--- src/rtl/conv3x3_tap_scheduler.sv ---
// 3x3 valid-convolution tap scheduler.
// This block walks output pixels, input channels and kernel taps, and issues feature and
// weight read addresses. It delays the control signals so they line up with memory data that
// arrives one cycle after the read. It also drives accumulator control and flags each
// finished output pixel.
module conv3x3_tap_scheduler #(
    parameter int unsigned IMG_W   = 16,
    parameter int unsigned IMG_H   = 16,
    parameter int unsigned CH      = 4,
    parameter int unsigned ADDR_W  = 10,
    parameter int unsigned WADDR_W = 6
) (
    input  logic               clk,
    input  logic               reset,
    input  logic               start,
    input  logic               hold,
    output logic               busy,
    output logic               done,
    output logic               rd_en,
    output logic [ADDR_W-1:0]  rd_addr,
    output logic [WADDR_W-1:0] wt_addr,
    output logic [3:0]         tap_idx,
    output logic               acc_clr,
    output logic               acc_en,
    output logic               out_valid,
    output logic [7:0]         out_row,
    output logic [7:0]         out_col
);

    localparam int unsigned OUT_W = IMG_W - 2;
    localparam int unsigned OUT_H = IMG_H - 2;
    localparam int unsigned FRAME = IMG_W * IMG_H;
    localparam int unsigned CH_W  = (CH > 1) ? $clog2(CH) : 1;

    typedef enum logic [1:0] {StIdle, StRun, StDrain} state_e;

    state_e            state_q;
    logic [1:0]        kx_q, ky_q, drain_q;
    logic [3:0]        tap_q;
    logic [CH_W-1:0]   ch_q;
    logic [7:0]        col_q, row_q;

    // Attributes of the read currently on the bus (issue stage -> data stage)
    logic [3:0]        rd_tap_q;
    logic              rd_first_q, rd_last_q;
    logic [7:0]        rd_row_q, rd_col_q;
    // Attributes of the data being accumulated (data stage -> result stage)
    logic              acc_last_q;
    logic [7:0]        acc_row_q, acc_col_q;

    logic              issue, tap_last, ch_last, col_last, row_last;
    logic [ADDR_W-1:0] addr_next;
    logic [WADDR_W-1:0] waddr_next;

    // Read issue decision, wrap flags and address generation from the current counters
    always_comb begin
        issue      = (state_q == StRun) && !hold;
        tap_last   = (tap_q == 4'd8);
        ch_last    = (ch_q == CH_W'(CH - 1));
        col_last   = (col_q == 8'(OUT_W - 1));
        row_last   = (row_q == 8'(OUT_H - 1));
        addr_next  = ADDR_W'(32'(ch_q) * FRAME + (32'(row_q) + 32'(ky_q)) * IMG_W
                             + 32'(col_q) + 32'(kx_q));
        waddr_next = WADDR_W'(32'(ch_q) * 9 + 32'(tap_q));
    end

    // FSM, counters and the two-stage delay pipeline, all outputs registered
    always_ff @(posedge clk or negedge reset) begin
        if (!reset) begin
            state_q    <= StIdle;
            kx_q       <= '0;
            ky_q       <= '0;
            tap_q      <= '0;
            ch_q       <= '0;
            col_q      <= '0;
            row_q      <= '0;
            drain_q    <= '0;
            rd_tap_q   <= '0;
            rd_first_q <= 1'b0;
            rd_last_q  <= 1'b0;
            rd_row_q   <= '0;
            rd_col_q   <= '0;
            acc_last_q <= 1'b0;
            acc_row_q  <= '0;
            acc_col_q  <= '0;
            busy       <= 1'b0;
            done       <= 1'b0;
            rd_en      <= 1'b0;
            rd_addr    <= '0;
            wt_addr    <= '0;
            tap_idx    <= '0;
            acc_clr    <= 1'b0;
            acc_en     <= 1'b0;
            out_valid  <= 1'b0;
            out_row    <= '0;
            out_col    <= '0;
        end else begin
            done  <= 1'b0;
            rd_en <= issue;

            if (issue) begin
                rd_addr    <= addr_next;
                wt_addr    <= waddr_next;
                rd_tap_q   <= tap_q;
                rd_first_q <= (ch_q == '0) && (tap_q == 4'd0);
                rd_last_q  <= ch_last && tap_last;
                rd_row_q   <= row_q;
                rd_col_q   <= col_q;
            end

            // Data returns one cycle after rd_en
            acc_en     <= rd_en;
            acc_clr    <= rd_en && rd_first_q;
            tap_idx    <= rd_tap_q;
            acc_last_q <= rd_en && rd_last_q;
            acc_row_q  <= rd_row_q;
            acc_col_q  <= rd_col_q;

            // Pixel is complete once its last tap has been accumulated
            out_valid <= acc_last_q;
            if (acc_last_q) begin
                out_row <= acc_row_q;
                out_col <= acc_col_q;
            end

            unique case (state_q)
                StIdle: begin
                    if (start) begin
                        state_q <= StRun;
                        busy    <= 1'b1;
                        kx_q    <= '0;
                        ky_q    <= '0;
                        tap_q   <= '0;
                        ch_q    <= '0;
                        col_q   <= '0;
                        row_q   <= '0;
                    end
                end
                StRun: begin
                    if (!hold) begin
                        if (tap_last) begin
                            tap_q <= '0;
                            kx_q  <= '0;
                            ky_q  <= '0;
                            if (ch_last) begin
                                ch_q <= '0;
                                if (col_last) begin
                                    col_q <= '0;
                                    row_q <= row_q + 8'd1;
                                    if (row_last) begin
                                        state_q <= StDrain;
                                        drain_q <= '0;
                                    end
                                end else begin
                                    col_q <= col_q + 8'd1;
                                end
                            end else begin
                                ch_q <= ch_q + CH_W'(1);
                            end
                        end else begin
                            tap_q <= tap_q + 4'd1;
                            if (kx_q == 2'd2) begin
                                kx_q <= '0;
                                ky_q <= ky_q + 2'd1;
                            end else begin
                                kx_q <= kx_q + 2'd1;
                            end
                        end
                    end
                end
                StDrain: begin
                    // Wait for the last read's acc_en and out_valid to pass, then signal done
                    drain_q <= drain_q + 2'd1;
                    if (drain_q == 2'd2) begin
                        state_q <= StIdle;
                        busy    <= 1'b0;
                        done    <= 1'b1;
                    end
                end
                default: state_q <= StIdle;
            endcase
        end
    end

endmodule

--- config.mk ---
export PLATFORM = sky130hd
export DESIGN_NAME = conv3x3_tap_scheduler
export DESIGN_NICKNAME = d
export VERILOG_FILES = /design/src/rtl/conv3x3_tap_scheduler.sv
export SDC_FILE = /design/constraint.sdc
export NUM_CORES = 1
export LEC_CHECK = 0
export CAP_MARGIN = 0
export CORE_ASPECT_RATIO = 1.25
export CORE_MARGIN = 3
export CORE_UTILIZATION = 55
export CTS_CLUSTER_DIAMETER = 100
export DETAILED_ROUTE_END_ITERATION = 7
export PLACE_DENSITY = 0.77
export SYNTH_ARGS = -nofsm -noshare
export SYNTH_HDL_FRONTEND = slang
export SYNTH_SLANG_ARGS = --single-unit
export TNS_END_PERCENT = 5
--- constraint.sdc ---
create_clock -name clk -period 3.1 [get_ports clk]
set_input_delay 0.62 -clock clk [delete_from_list [all_inputs] [get_ports clk]]
set_output_delay 0.62 -clock clk [all_outputs]
set_load 0.01 [all_outputs]
### Word-level counts from Yosys, hierarchy flattened

Cells that the tools add are included.

| word-level totals | value |
|---|---|
| output and inout bits | 42 |
| register bits after elaboration | 111 |
| logic and storage cells | 123 |
| input bits | 4 |

| cells by class | value |
|---|---|
| add/sub/neg operators | 12 |
| multiplexer cells | 47 |
| eq/ne operators | 16 |
| multiply operators | 1 |
| reduce and logical (&&, ||, !) cells | 20 |

Operators with widths:

| kind | number |
|---|---|
| $mux 8 | 9 |
| $mux 2 | 22 |
| $pmux 8 s2 | 2 |
| $add 8x1->8 const B | 2 |
| $eq 8x4->1 const B | 2 |
| $pmux 2 s2 | 4 |
| $ne 2x2->1 const B | 7 |
| $mux 4 | 3 |
| $reduce_and 6->1 | 2 |
| $add 10x10->10 | 1 |
| $add 10x2->10 | 1 |
| $add 10x8->10 | 1 |
| $add 2x1->2 const B | 4 |
| $eq 2x2->1 const B | 4 |
| $pmux 4 s2 | 1 |
| $reduce_and 4->1 | 2 |
| $reduce_and 7->1 | 1 |
| $add 6x2->6 | 1 |
| $add 6x4->6 | 1 |
| $mul 2x4->6 const B | 1 |
| $pmux 2 s3 | 1 |
| $reduce_and 3->1 | 2 |
| $reduce_bool 2->1 | 3 |
| $logic_and 1x1->1 | 5 |
| other kinds (10) | 14 |

### Depth between registers and ports, before layout

| depth | value |
|---|---|
| depth after elaboration | 7 |
| depth in mapped cells | 9 |
| gate-level depth less buffers | 9 |

### Worst setup path before layout

OpenSTA, ideal clock, no wires.

| path | value |
|---|---|
| kind | reg2reg |
| start point | register row_q[0] |
| end point | register rd_addr[9] |
| stages on the path, launching flop included | 10 |
| path buffers | 0 |
| library setup time | 134 ps |
| slack | 706 ps |
| clock period less this slack | 2394 ps |
| data arrival time | 2260 ps |
| required time | 2966 ps |
| path through | dfrtp_1 ha_1 fa_1 xor2_1 ha_1 a21o_1 a311oi_1 o21ai_0 xnor2_1 o21ai_0 |

| on the way | value |
|---|---|
| word-level cells in the longest chain between the ends | 4 |

Ends and longest elaborated chain:

| what | RTL line | source |
|---|---|---|
| start, declared | 41 | `logic [7:0] col_q, row_q;` |
| start signal, assigned | 149 | `row_q <= row_q + 8'd1;` |
| $add 6x2->6 | 62 | `addr_next = ADDR_W'(32'(ch_q) * FRAME + (32'(row_q) + 32'(ky_q)) * IMG_W` |
| $add 10x10->10 | 62 |  |
| $add 10x8->10 | 63 | `+ 32'(col_q) + 32'(kx_q));` |
| $add 10x2->10 | 63 |  |
| end signal, assigned | 102 | `rd_addr <= addr_next;` |
| end, declared | 20 | `output logic [ADDR_W-1:0] rd_addr,` |

No other way between the ends.
A chain may end at the register's enable or synchronous reset.

### Final worst setup path

| path | value |
|---|---|
| start point | register row_q[0] |
| end point | register rd_addr[8] |

The elaborated chain is that of the path after synthesis.

==> flow_summary.toml <==
[outcome]
outcome = "finished clean"

[critical_path]
rr_endpoint = "rd_addr[8]$_DFFE_PN0P_"
worstPathMaxFanout = 7
ff2ff_path_depth = 8
critPathKind = "reg -> reg"
crit_arrival_ns = 2.91
crit_required_ns = 3.42
crit_path_end_kind = "flop"
timing.rr.start = "row_q[0]$_DFFE_PN0P_"
worst_setup_path_start_kind = "flop"
r2r_setup_slack_ns = 0.50

[sta]
report.final.slew_viol_count = 0
tns_ns = 0
rsz0062_at_grt = "false"
period_share = 0.838
fmax_ghz = 0.385
setup_viol = 0
worst_pin_slew_ns = 0.733
clock_skew_ns = 0.00448
slew-limit-headroom = 0.511
hold_violations = 0
final.min_clock_period_ns = 2.60

[power]
p_switching_uw = 1080
comb_power_share = 0.234
power.clock.fraction = 0.247
cellInternalPower_uw = 2400
power_density_nw_per_um2 = 606
p_sw_frac = 0.309
ir_drop_v = 0.000415
p_seq_frac = 0.519
p_leak_uw = 0.00289

[clock_tree]
post_cts_buffers = 0
cts_tree = "yes"
root_buffer = "clkbuf_8"
clock_latency_ns = 0.37
clock_path_buffers = 2
clkTransAtPathRegs_ns = 0.10
clock-sinks = 111
htreeDepth = 3
cts.repair.resized = 0
numCtsBuffers = 9
holdBufCountCts = 0

[drt]
drt_pass1_iterations = 4
drc_errors = 0
highest_layer = "met4"
wl_met2_mm = 4.63
post_drt_wl_per_cell_um = 15.1
routed_wl_mm = 9.26
wl_met3_um = 366
drt-met1-wl_mm = 4.06
vias = 3291
vias_per_cell = 5.37
drt_iter0_drc = 187
detail-route-antenna-nets = 0

[finish]
drive_gt1_frac = 0.122
fin_nets = 519
diodes = 0
final_cell_area_sq_um = 5750
syn2layout_area_growth_pct = 14.6
num-fill-cells = 654

[place]
dpl_cell_area_sq_um = 5550
gp_congestion = 0.835
dp_hpwl_mm = 6.57
io_buffers = 45

[logic_synthesis]
yosys_warnings = 0
ys.flop_type = "dfrtp_1"
synth-compound-area-share = 0.0918
synth-xor-area-share = 0.0454
synth_most_common_cell = "dfrtp_1"
synth_edf_count = 0
syn_area_sq_um = 5020
yosysSeqAreaShare = 0.554
synthCells = 446
ys_types = 59
synth_commonest_cells = "dfrtp_1, nand2_1, o21ai_0"
synth.avg_cell_area_sq_um = 11.2
synthAdderAreaFrac = 0.0718
ys_ff_latch = 111
synth_top_area_frac = 0.554
synth_top_family_by_area = "simple AND/OR/NAND/NOR gates"
async_flop_share = 1.00
synthMuxAreaShare = 0.0404
ys_top_cells_by_area = "dfrtp_1, nand2_1, ha_1"
synthSimpleGateAreaFrac = 0.161
synth.largest_area_cell = "dfrtp_1"
mappedNetlistNets = 477

[global_route]
grt_max_degree = 59
track_usage = 0.199
grt_pass1_wl_mm = 16.2
antenna_found_initial = 0
grt_pass1_vias = 3388
overflow = 0

[floorplanning]
die_width_um = 91.4
pin_count = 46
start_util = 0.570
core_sq_um = 8800
rows = 38
die_area_sq_um = 10300
die_height_um = 113

[run]
maxCapViolCount = 0

[hold_path]
hold_class = "in -> async"
[layer usage]
metal | global-route usage | vias to the layer above
met5 | 0 | -
met4 | 0.0795 | 0
met3 | 0.0479 | 16
met2 | 0.322 | 64
met1 | 0.259 | 1623
li1 | - | 1588
[worst max-delay path by stage]
stage	startpoint	endpoint	slack (ns)
global placement	row_q[0]$_DFFE_PN0P_	rd_addr[9]$_DFFE_PN0P_	0.59
detailed placement	row_q[0]$_DFFE_PN0P_	rd_addr[9]$_DFFE_PN0P_	0.50
CTS	row_q[0]$_DFFE_PN0P_	rd_addr[9]$_DFFE_PN0P_	0.50
floorplan	row_q[0]$_DFFE_PN0P_	rd_addr[9]$_DFFE_PN0P_	0.71
finish	row_q[0]$_DFFE_PN0P_	rd_addr[8]$_DFFE_PN0P_	0.50
global route	row_q[0]$_DFFE_PN0P_	rd_addr[9]$_DFFE_PN0P_	0.36
[placed cells by master (no fill, tap or decap), types with 3 or more instances in the layout]
cell type and instances:
a31oi_1 4, clkbuf_8 9, and2_1 7, buf_4 4, xor2_1 19, and3_1 4
nand3_1 8, a311oi_1 3, ha_1 24, inv_1 18, a21oi_1 8, mux2_2 18
fa_1 3, dfrtp_1 111, nand2b_1 3, a22o_1 4, nand2_1 87, xnor2_1 7
nand4_1 7, clkinv_4 3, o21ai_0 27, clkdlybuf4s50_1 44, a21o_1 4, nor2_1 19
[critical path: stages, from the launching register on]
cell and delay (ns):
dfrtp_1 0.48, ha_1 0.25, fa_1 0.40, xor2_1 0.18, ha_1 0.39, a21o_1 0.18, a31oi_1 0.06, or4b_1 0.52
nand3_1 0.08
[area by class of cell]
| class | count | area (sq um) | share of cell area |
|---|---|---|---|
| Inverter | 19 | 71.3 | 0.0124 |
| Multi-Input combinational cell | 298 | 2060 | 0.359 |
| Clock inverter | 7 | 73.8 | 0.0128 |
| Tap cell | 120 | 150 | 0.0261 |
| Timing Repair Buffer | 49 | 490 | 0.0853 |
| Clock buffer | 9 | 124 | 0.0215 |
| Sequential cell | 111 | 2780 | 0.483 |
[sequential cells by signal, indices dropped and copies added, names as in the netlist, 6 cells and up]
name	flops
row_q	8
out_col	8
col_q	8
wt_addr	6
acc_row_q	8
acc_col_q	8
rd_row_q	8
out_row	8
rd_col_q	8
rd_addr	10
[kinds of logic (layout without fill, tap and decap cells)]
| logic type | count (synthesis) | count (layout) |
|---|---|---|
| fa+ha+maj | 27 | 27 |
| xor+xnor | 26 | 26 |
| simple gates | 161 | 161 |
| mux | 18 | 18 |
| flops | 111 | 111 |
| buf+inv | 37 | 84 |
| compound gates | 66 | 66 |
[per-stage QoR]
stage	hold slack, ns	total power [uW]	util	instances	worst slack (ns)
finish	0.267	3480	0.653	613	0.503
global route	0.298	3710	0.653	613	0.356
CTS	0.290	3520	0.653	613	0.503
detailed placement	0.360	2660	0.631	597	0.502
global placement	0.359	2610	0.631	597	0.588
floorplan	0.324	2280	-	446	0.706
[power by group through the flow]
stage	clock (uW)	sequential (uW)	combinational [uW]
final	860	1810	814
after global routing	946	1840	925
after CTS	881	1810	828
after detailed placement	0	1830	823
after global placement	0	1820	790
after floorplan	0	1830	447
Power figures use the tool's default switching activity.
